==> src/rtl/bus_mem_responder.sv <==
// bus_mem_responder: single-outstanding bus-to-memory responder with byte-lane steering.
// Optional ack timeout enabled by defining BUS_RESP_TIMEOUT_EN.
module bus_mem_responder #(
    parameter int unsigned TIMEOUT_CYCLES = 255
) (
    input  logic        CLK,
    input  logic        RST_X,
    input  logic [31:0] i_addr,
    input  logic        i_we,
    input  logic        i_le,
    input  logic [31:0] i_wdata,
    input  logic [2:0]  i_ctrl,
    output logic [31:0] o_rdata,
    output logic        o_busy,
    output logic        o_err,
    output logic        o_mem_req,
    output logic        o_mem_we,
    output logic [31:0] o_mem_addr,
    output logic [31:0] o_mem_wdata,
    output logic [3:0]  o_mem_wstrb,
    input  logic        i_mem_ack,
    input  logic [31:0] i_mem_rdata
);
    typedef enum logic [1:0] {IDLE, ACCESS, ERR} state_t;
    state_t      state;
    logic [1:0]  off;
    logic [1:0]  size;
    logic        uns;
    logic        take;
    logic        misaligned;
    logic [3:0]  strb;
    logic [31:0] lane_wdata;
    logic [31:0] shifted;
    logic [31:0] load_val;
`ifdef BUS_RESP_TIMEOUT_EN
    logic [7:0]  cnt;
`endif

    assign take       = i_we | i_le;
    assign misaligned = (i_ctrl[1:0] == 2'd3) |
                        (i_ctrl[1:0] == 2'd2 && i_addr[1:0] != 2'd0) |
                        (i_ctrl[1:0] == 2'd1 && i_addr[0]);
    assign strb       = i_ctrl[1:0] == 2'd0 ? 4'b0001 << i_addr[1:0] :
                        i_ctrl[1:0] == 2'd1 ? 4'b0011 << i_addr[1:0] : 4'hF;
    assign lane_wdata = i_ctrl[1:0] == 2'd0 ? {4{i_wdata[7:0]}} :
                        i_ctrl[1:0] == 2'd1 ? {2{i_wdata[15:0]}} : i_wdata;
    assign shifted    = i_mem_rdata >> {off, 3'b000};
    assign load_val   = size == 2'd0 ? {{24{~uns & shifted[7]}}, shifted[7:0]} :
                        size == 2'd1 ? {{16{~uns & shifted[15]}}, shifted[15:0]} : i_mem_rdata;
    // Busy is combinational so the requester sees it in the strobe cycle itself.
    assign o_busy     = RST_X && (state == ACCESS || (state == IDLE && take));

    always_ff @(posedge CLK or negedge RST_X) begin
        if (!RST_X) begin
            state       <= IDLE;
            off         <= 2'd0;
            size        <= 2'd0;
            uns         <= 1'b0;
            o_rdata     <= 32'd0;
            o_err       <= 1'b0;
            o_mem_req   <= 1'b0;
            o_mem_we    <= 1'b0;
            o_mem_addr  <= 32'd0;
            o_mem_wdata <= 32'd0;
            o_mem_wstrb <= 4'd0;
`ifdef BUS_RESP_TIMEOUT_EN
            cnt         <= 8'd0;
`endif
        end else begin
            o_err <= 1'b0;
            case (state)
                IDLE: begin
                    if (take && misaligned) begin
                        state <= ERR;
                        o_err <= 1'b1;
                    end else if (take) begin
                        state       <= ACCESS;
                        o_mem_req   <= 1'b1;
                        o_mem_we    <= i_we;
                        o_mem_addr  <= {i_addr[31:2], 2'b00};
                        o_mem_wdata <= lane_wdata;
                        o_mem_wstrb <= i_we ? strb : 4'h0;
                        off         <= i_addr[1:0];
                        size        <= i_ctrl[1:0];
                        uns         <= i_ctrl[2];
`ifdef BUS_RESP_TIMEOUT_EN
                        cnt         <= 8'd0;
`endif
                    end
                end
                ACCESS: begin
                    if (i_mem_ack) begin
                        state     <= IDLE;
                        o_mem_req <= 1'b0;
                        if (!o_mem_we)
                            o_rdata <= load_val;
                    end
`ifdef BUS_RESP_TIMEOUT_EN
                    else begin
                        cnt <= cnt + 8'd1;
                        if (cnt + 8'd1 == 8'(TIMEOUT_CYCLES)) begin
                            state     <= ERR;
                            o_err     <= 1'b1;
                            o_mem_req <= 1'b0;
                            if (!o_mem_we)
                                o_rdata <= 32'hDEADBEEF;
                        end
                    end
`endif
                end
                default: state <= IDLE;
            endcase
        end
    end
endmodule

==> config.mk <==
export PLATFORM = sky130hd
export DESIGN_NAME = bus_mem_responder
export DESIGN_NICKNAME = d
export VERILOG_FILES = /design/src/rtl/bus_mem_responder.sv
export SDC_FILE = /design/constraint.sdc
export NUM_CORES = 1
export LEC_CHECK = 0
export CORE_UTILIZATION = 47
export CTS_CLUSTER_DIAMETER = 100
export DETAILED_ROUTE_END_ITERATION = 10
export PLACE_DENSITY = 0.87
export SLEW_MARGIN = 20
export SYNTH_ARGS = -nofsm -noshare
export SYNTH_HDL_FRONTEND = slang
export SYNTH_SLANG_ARGS = --single-unit
==> constraint.sdc <==
create_clock -name CLK -period 2.7 [get_ports CLK]
set_input_delay 0.405 -clock CLK [delete_from_list [all_inputs] [get_ports CLK]]
set_output_delay 0.405 -clock CLK [all_outputs]
set_load 0.005 [all_outputs]
# == Word-level counts from Yosys, hierarchy flattened ==
# Index checks and enable logic that the tools add are counted.
# op_classes
n_addsub,0
mul,0
div_mod_pow,0
n_lt_le_gt_ge,0
eq_ne,9
shifts,3
n_mux,17
bitwise_logic,8
reduce_logical,15
# ops
op,n
32-bit two-way mux,4
32-bit by 5-bit >> shifter with 16-bit output,1
4-bit two-way mux,3
"2-bit by 1-bit equality test with 1-bit output, second input constant",3
2-bit logical NOT,3
2-bit two-way mux,3
"2-bit != test, second input constant",3
3-bit AND reduction,2
1-bit logical AND,5
1-bit two-way mux,5
"2-bit equality test, second input constant",2
2-bit case mux with 2 select lines,1
4-bit AND reduction,1
2-bit nonzero test,2
"1-bit by 2-bit left shift with 4-bit output, first input constant",1
"2-bit by 2-bit left shift with 4-bit output, first input constant",1
"3-bit by 2-bit != test with 1-bit output, second input constant",1
1-bit inverter,3
1-bit bitwise OR,3
1-bit bitwise AND,2
1-bit case mux with 2 select lines,1
2-bit AND reduction,1
1-bit logical OR,1
# totals
regBits,108
latchBits,0
ramBits,0
rom_bits,0
output_inout_bits,104
wordCells,63
mem_count,0

# == Longest topological paths before layout ==
# depth
word_depth,7
mapped_depth,9
ltp_nobuf,6

# == Worst setup path after synthesis ==
# Ideal clock, no wire load.
# synth_timing
kind,input port to flip-flop
start,input port i_addr[0]
end,register o_mem_addr[22]
t_arrival_ns,1.677
t_required_ns,2.575
slack_ns,0.899
stages,8
cell_sequence,inv_1 -> ha_1 -> nor2b_1 -> nand4bb_1 -> buf_2 -> buf_2 -> buf_6 -> mux2_2
# synth_between
elab_chain_len,7
word_cells_on_any_way,8
cone_classes,bitwise (3); reduce/logical (5)
# synth_lines
element,line,rtl
from (decl),8,"input logic [31:0] i_addr,"
2-bit nonzero test,41,(i_ctrl[1:0] == 2'd2 && i_addr[1:0] != 2'd0) |
1-bit logical AND,41,
1-bit bitwise OR,40,assign misaligned = (i_ctrl[1:0] == 2'd3) |
1-bit bitwise OR *,41,
1-bit logical AND *,73,if (take && misaligned) begin
1-bit inverter (no line) *,--,
3-bit AND reduction (no line) *,--,
to (signal assigned),80,"o_mem_addr <= {i_addr[31:2], 2'b00};"
to (decl),18,"output logic [31:0] o_mem_addr,"
# Every way passes the cells marked *; elsewhere a longest branch is shown, timed or not.
# A chain may end at the register's enable or synchronous reset.

# == Worst setup path after layout ==
# layout_timing
start,input port i_we
end,output port o_busy
# layout_between
elab_chain_len,4
# layout_lines
element,line,rtl
from (decl),9,"input logic i_we,"
1-bit bitwise OR,39,assign take = i_we | i_le;
1-bit logical AND,51,assign o_busy = RST_X && (state == ACCESS || (state == IDLE && take));
1-bit logical OR,51,
1-bit logical AND,51,
to (decl),14,"output logic o_busy,"
# No other way between the ends.

==> impl_metrics.xml <==
<?xml version="1.0" encoding="UTF-8"?>
<metrics>
  <group name="status">
    <metric name="run_status" unit="">finished clean</metric>
  </group>
  <group name="floorplan">
    <metric name="start_util" unit="">0.486</metric>
    <metric name="die_width" unit="um">106</metric>
    <metric name="fp_rows" unit="">37</metric>
    <metric name="core" unit="sq um">10400</metric>
    <metric name="ioPinCount" unit="">208</metric>
    <metric name="chipHeight" unit="um">106</metric>
    <metric name="die-area" unit="sq um">11100</metric>
  </group>
  <group name="timing">
    <metric name="relative_slew_margins" unit="">0.502</metric>
    <metric name="fin_crit_sh" unit="">0.845</metric>
    <metric name="number_of_hold_violations_in_the_final_report" unit="">0</metric>
    <metric name="report.final.setup_viol" unit="">0</metric>
    <metric name="timing.fmax" unit="MHz">438</metric>
    <metric name="max_slew.worst_pin.slew" unit="ns">0.747</metric>
    <metric name="final_critical_path_setup_slack" unit="ns">0.418</metric>
    <metric name="finalClockSkew" unit="ns">0.00552</metric>
    <metric name="drv_slew" unit="">0</metric>
    <metric name="finalWorstPathRequiredPeriod" unit="ns">2.28</metric>
    <metric name="rsz0062_at_grt" unit="">no</metric>
    <metric name="setup_tns" unit="ns">0</metric>
  </group>
  <group name="detailed_routing">
    <metric name="drt.antenna.violating_nets" unit="">0</metric>
    <metric name="drt-pass1-iter-count" unit="">4</metric>
    <metric name="drc" unit="">0</metric>
    <metric name="drt_iter0_drc" unit="">171</metric>
    <metric name="post_drt_wl_per_cell" unit="um">17.2</metric>
    <metric name="route.vias.total" unit="">4330</metric>
    <metric name="totalWireLength" unit="um">13800</metric>
    <metric name="viasPerCell" unit="">5.41</metric>
  </group>
  <group name="grt">
    <metric name="grt_start_max_net_pins" unit="">82</metric>
    <metric name="grt_first_pass_wirelength" unit="um">22300</metric>
    <metric name="globalRouteTotalUtil" unit="">0.256</metric>
    <metric name="antenna_found_initial" unit="">1</metric>
    <metric name="first_global_vias" unit="">4533</metric>
    <metric name="grt.overflow.total" unit="">0</metric>
  </group>
  <group name="worst_setup_path">
    <metric name="crit-reg2reg-launch" unit="">off[1]</metric>
    <metric name="worst_ep_arrival_time" unit="ns">1.88</metric>
    <metric name="cp_data_required_time" unit="ns">2.30</metric>
    <metric name="crit_start" unit="">i_we</metric>
    <metric name="worst_setup_path_end_kind" unit="">output port</metric>
    <metric name="timing.rr.end" unit="">o_rdata[24]</metric>
    <metric name="startpoint_class" unit="">input pin</metric>
    <metric name="ff2ff_setup_slack" unit="ns">0.59</metric>
    <metric name="ff2ff_path_depth" unit="">5</metric>
    <metric name="crit_fanout" unit="">7</metric>
    <metric name="path_class" unit="">in -&gt; out</metric>
  </group>
  <group name="clock_tree">
    <metric name="cts.hold.buffers_added" unit="">0</metric>
    <metric name="tritoncts" unit="">yes</metric>
    <metric name="number_of_buffers_created_by_cts" unit="">9</metric>
    <metric name="clk_transition_reported_paths" unit="ns">0.10</metric>
    <metric name="h_tree_depth" unit="">3</metric>
    <metric name="insertion_delay" unit="ns">0.36</metric>
    <metric name="cts_resized" unit="">0</metric>
    <metric name="max-clock-path-buffers" unit="">2</metric>
    <metric name="post-cts-setup-buffer-count" unit="">0</metric>
    <metric name="total_number_of_clock_tree_sinks" unit="">108</metric>
    <metric name="root_buf_cell" unit="">clkbuf_8</metric>
  </group>
  <group name="placement">
    <metric name="place_area" unit="sq um">7190</metric>
    <metric name="portBuffers" unit="">205</metric>
    <metric name="dp.final_hpwl" unit="um">10200</metric>
    <metric name="gp_routability_congestion" unit="">0.848</metric>
    <metric name="placed_cells" unit="">784</metric>
    <metric name="preCtsSetupSlack" unit="ns">0.249</metric>
  </group>
  <group name="power">
    <metric name="static-leakage-power" unit="uW">0.00318</metric>
    <metric name="power.ir.vdd_worst" unit="mV">0.562</metric>
    <metric name="report.power.total" unit="uW">6710</metric>
    <metric name="power.density_cell_area" unit="nW/um^2">908</metric>
  </group>
  <group name="finish">
    <metric name="layout-area-overhead-vs-synth" unit="%">46.5</metric>
    <metric name="postLayoutCellArea" unit="sq um">7390</metric>
    <metric name="final_cell_count_no_fill" unit="">801</metric>
    <metric name="num-nets-final" unit="">767</metric>
    <metric name="nFillCells" unit="">728</metric>
    <metric name="post_route_cells_drive_above_1_share" unit="">0.128</metric>
  </group>
  <group name="hold_path">
    <metric name="min-delay-path-class" unit="">in -&gt; async</metric>
  </group>
  <group name="logic_synthesis">
    <metric name="yosysTopAreaCell" unit="">dfrtp_1</metric>
    <metric name="synth_flop_cell" unit="">dfrtp_1</metric>
    <metric name="ys_warn_count" unit="">0</metric>
    <metric name="synth_top_area_frac" unit="">0.536</metric>
    <metric name="synth_enable_flop_cells" unit="">0</metric>
    <metric name="yosys_register_bits" unit="">108</metric>
    <metric name="share_of_flip_flops_with_an_asynchronous_set_or_reset" unit="">1.00</metric>
    <metric name="yosys.cell_types.count" unit="">40</metric>
    <metric name="synth_area_per_cell" unit="sq um">10.8</metric>
    <metric name="synth_top_cells_by_area" unit="">dfrtp_1 (54%), mux2_2 (10%), mux2i_1 (6.0%)</metric>
    <metric name="postSynthCellCount" unit="">466</metric>
    <metric name="ys_seq_area_frac" unit="">0.536</metric>
    <metric name="mappedNetlistArea" unit="sq um">5040</metric>
  </group>
  <group name="job">
    <metric name="timing.max_cap.violations" unit="">0</metric>
  </group>
</metrics>
-- cells in the mapped netlist (all sizes together), types with 2 or more instances --
cell and count:
mux2i 30, nand3 34, o31ai 3, and3 2
nand4bb 2, a22oi 7, o22a 8, clkbuf 16
inv 3, dfrtp 108, mux2 48, nor4 2
nand2 63, a21oi 19, o22ai 5, o21ai 44
nor2 18, a2bb2oi 5, nand2b 3, a221oi 2
nor2b 7, ha 4, buf 21, or2 5
-- cells by family after synthesis --
kind of cell	Yosys count	synth area share
other	1	0.000744
adder cells (fa/ha/maj)	4	0.00993
buffers and inverters	40	0.0422
multiplexers	78	0.168
AO/OA/AOI/OAI	96	0.116
AND/OR/NAND/NOR	139	0.127
flip-flops	108	0.536
-- where the power goes --
part	internal [uW]	leakage [uW]	switching, uW	total [uW]
logic	1880	0.00178	1100	2970
clock network	430	0.0000927	540	969
registers	2300	0.00132	465	2760
-- critical path: stages --
cell and delay, ns:
clkdlybuf4s50_1 0.60, nor3_1 0.08, nor3b_1 0.20, clkdlybuf4s50_1 0.59
-- layout by cell type (no fill, tap or decap), types with 3 or more instances in the layout --
| cell | netlist | routed |
|---|---|---|
| a21oi_1 | 19 | 19 |
| clkdlybuf4s50_1 | 0 | 204 |
| nand3_1 | 34 | 34 |
| or2_2 | 5 | 5 |
| nand2_1 | 63 | 63 |
| a22oi_1 | 7 | 7 |
| o22ai_1 | 5 | 5 |
| o21ai_0 | 43 | 43 |
| inv_1 | 3 | 3 |
| o22a_1 | 8 | 8 |
| buf_4 | 5 | 12 |
| nand2b_1 | 3 | 3 |
| nor2b_1 | 6 | 6 |
| mux2_2 | 46 | 46 |
| ha_1 | 4 | 4 |
| a2bb2oi_1 | 5 | 5 |
| clkbuf_8 | 0 | 9 |
| dfrtp_1 | 108 | 108 |
| mux2i_1 | 30 | 30 |
| nor2_1 | 17 | 17 |
-- how the worst max path moves through the flow --
stage	endpoint	slack (ns)	cells past startpoint
after detailed placement	o_mem_addr[14]	0.25	7
after global routing	o_busy	0.34	4
final	o_busy	0.42	4
after global placement	o_mem_addr[31]	0.34	7
after floorplan	o_mem_addr[22]	0.90	8
after CTS	o_busy	0.42	4
-- layout make-up --
cell class	instances	area, sq um	share of cell area
sequential	108	2700	0.366
multi-input combinational	319	2140	0.290
tap	136	170	0.0230
inverter	3	11.3	0.00152
clock inverter	6	63.8	0.00864
antenna	1	2.50	0.000339
clock buffer	10	128	0.0173
timing repair buffer	218	2160	0.293
-- registers in the layout (all words and copies together) (netlist names), 2 cells and up --
register and count:
o_mem_wdata 32, o_mem_wstrb 4, state 2, o_rdata 32, off 2, size 2, o_mem_addr 30
-- stage by stage --
step	hold slack, ns	utilization
after global placement	0.454	0.693
after CTS	0.0589	0.712
after detailed placement	0.464	0.693
after floorplan	0.109	-
final	0.0661	0.712
after global routing	0.0760	0.712
-- routing by layer --
metal  vias up  GRT usage  routed length, um
li1       2023          -                  -
met1      2092      0.306               5380
met2       189      0.433               6850
met3        26     0.0748               1200
met4         0      0.107                338
met5         -          0                  0
No activity file was read; power rests on OpenSTA's default activity.
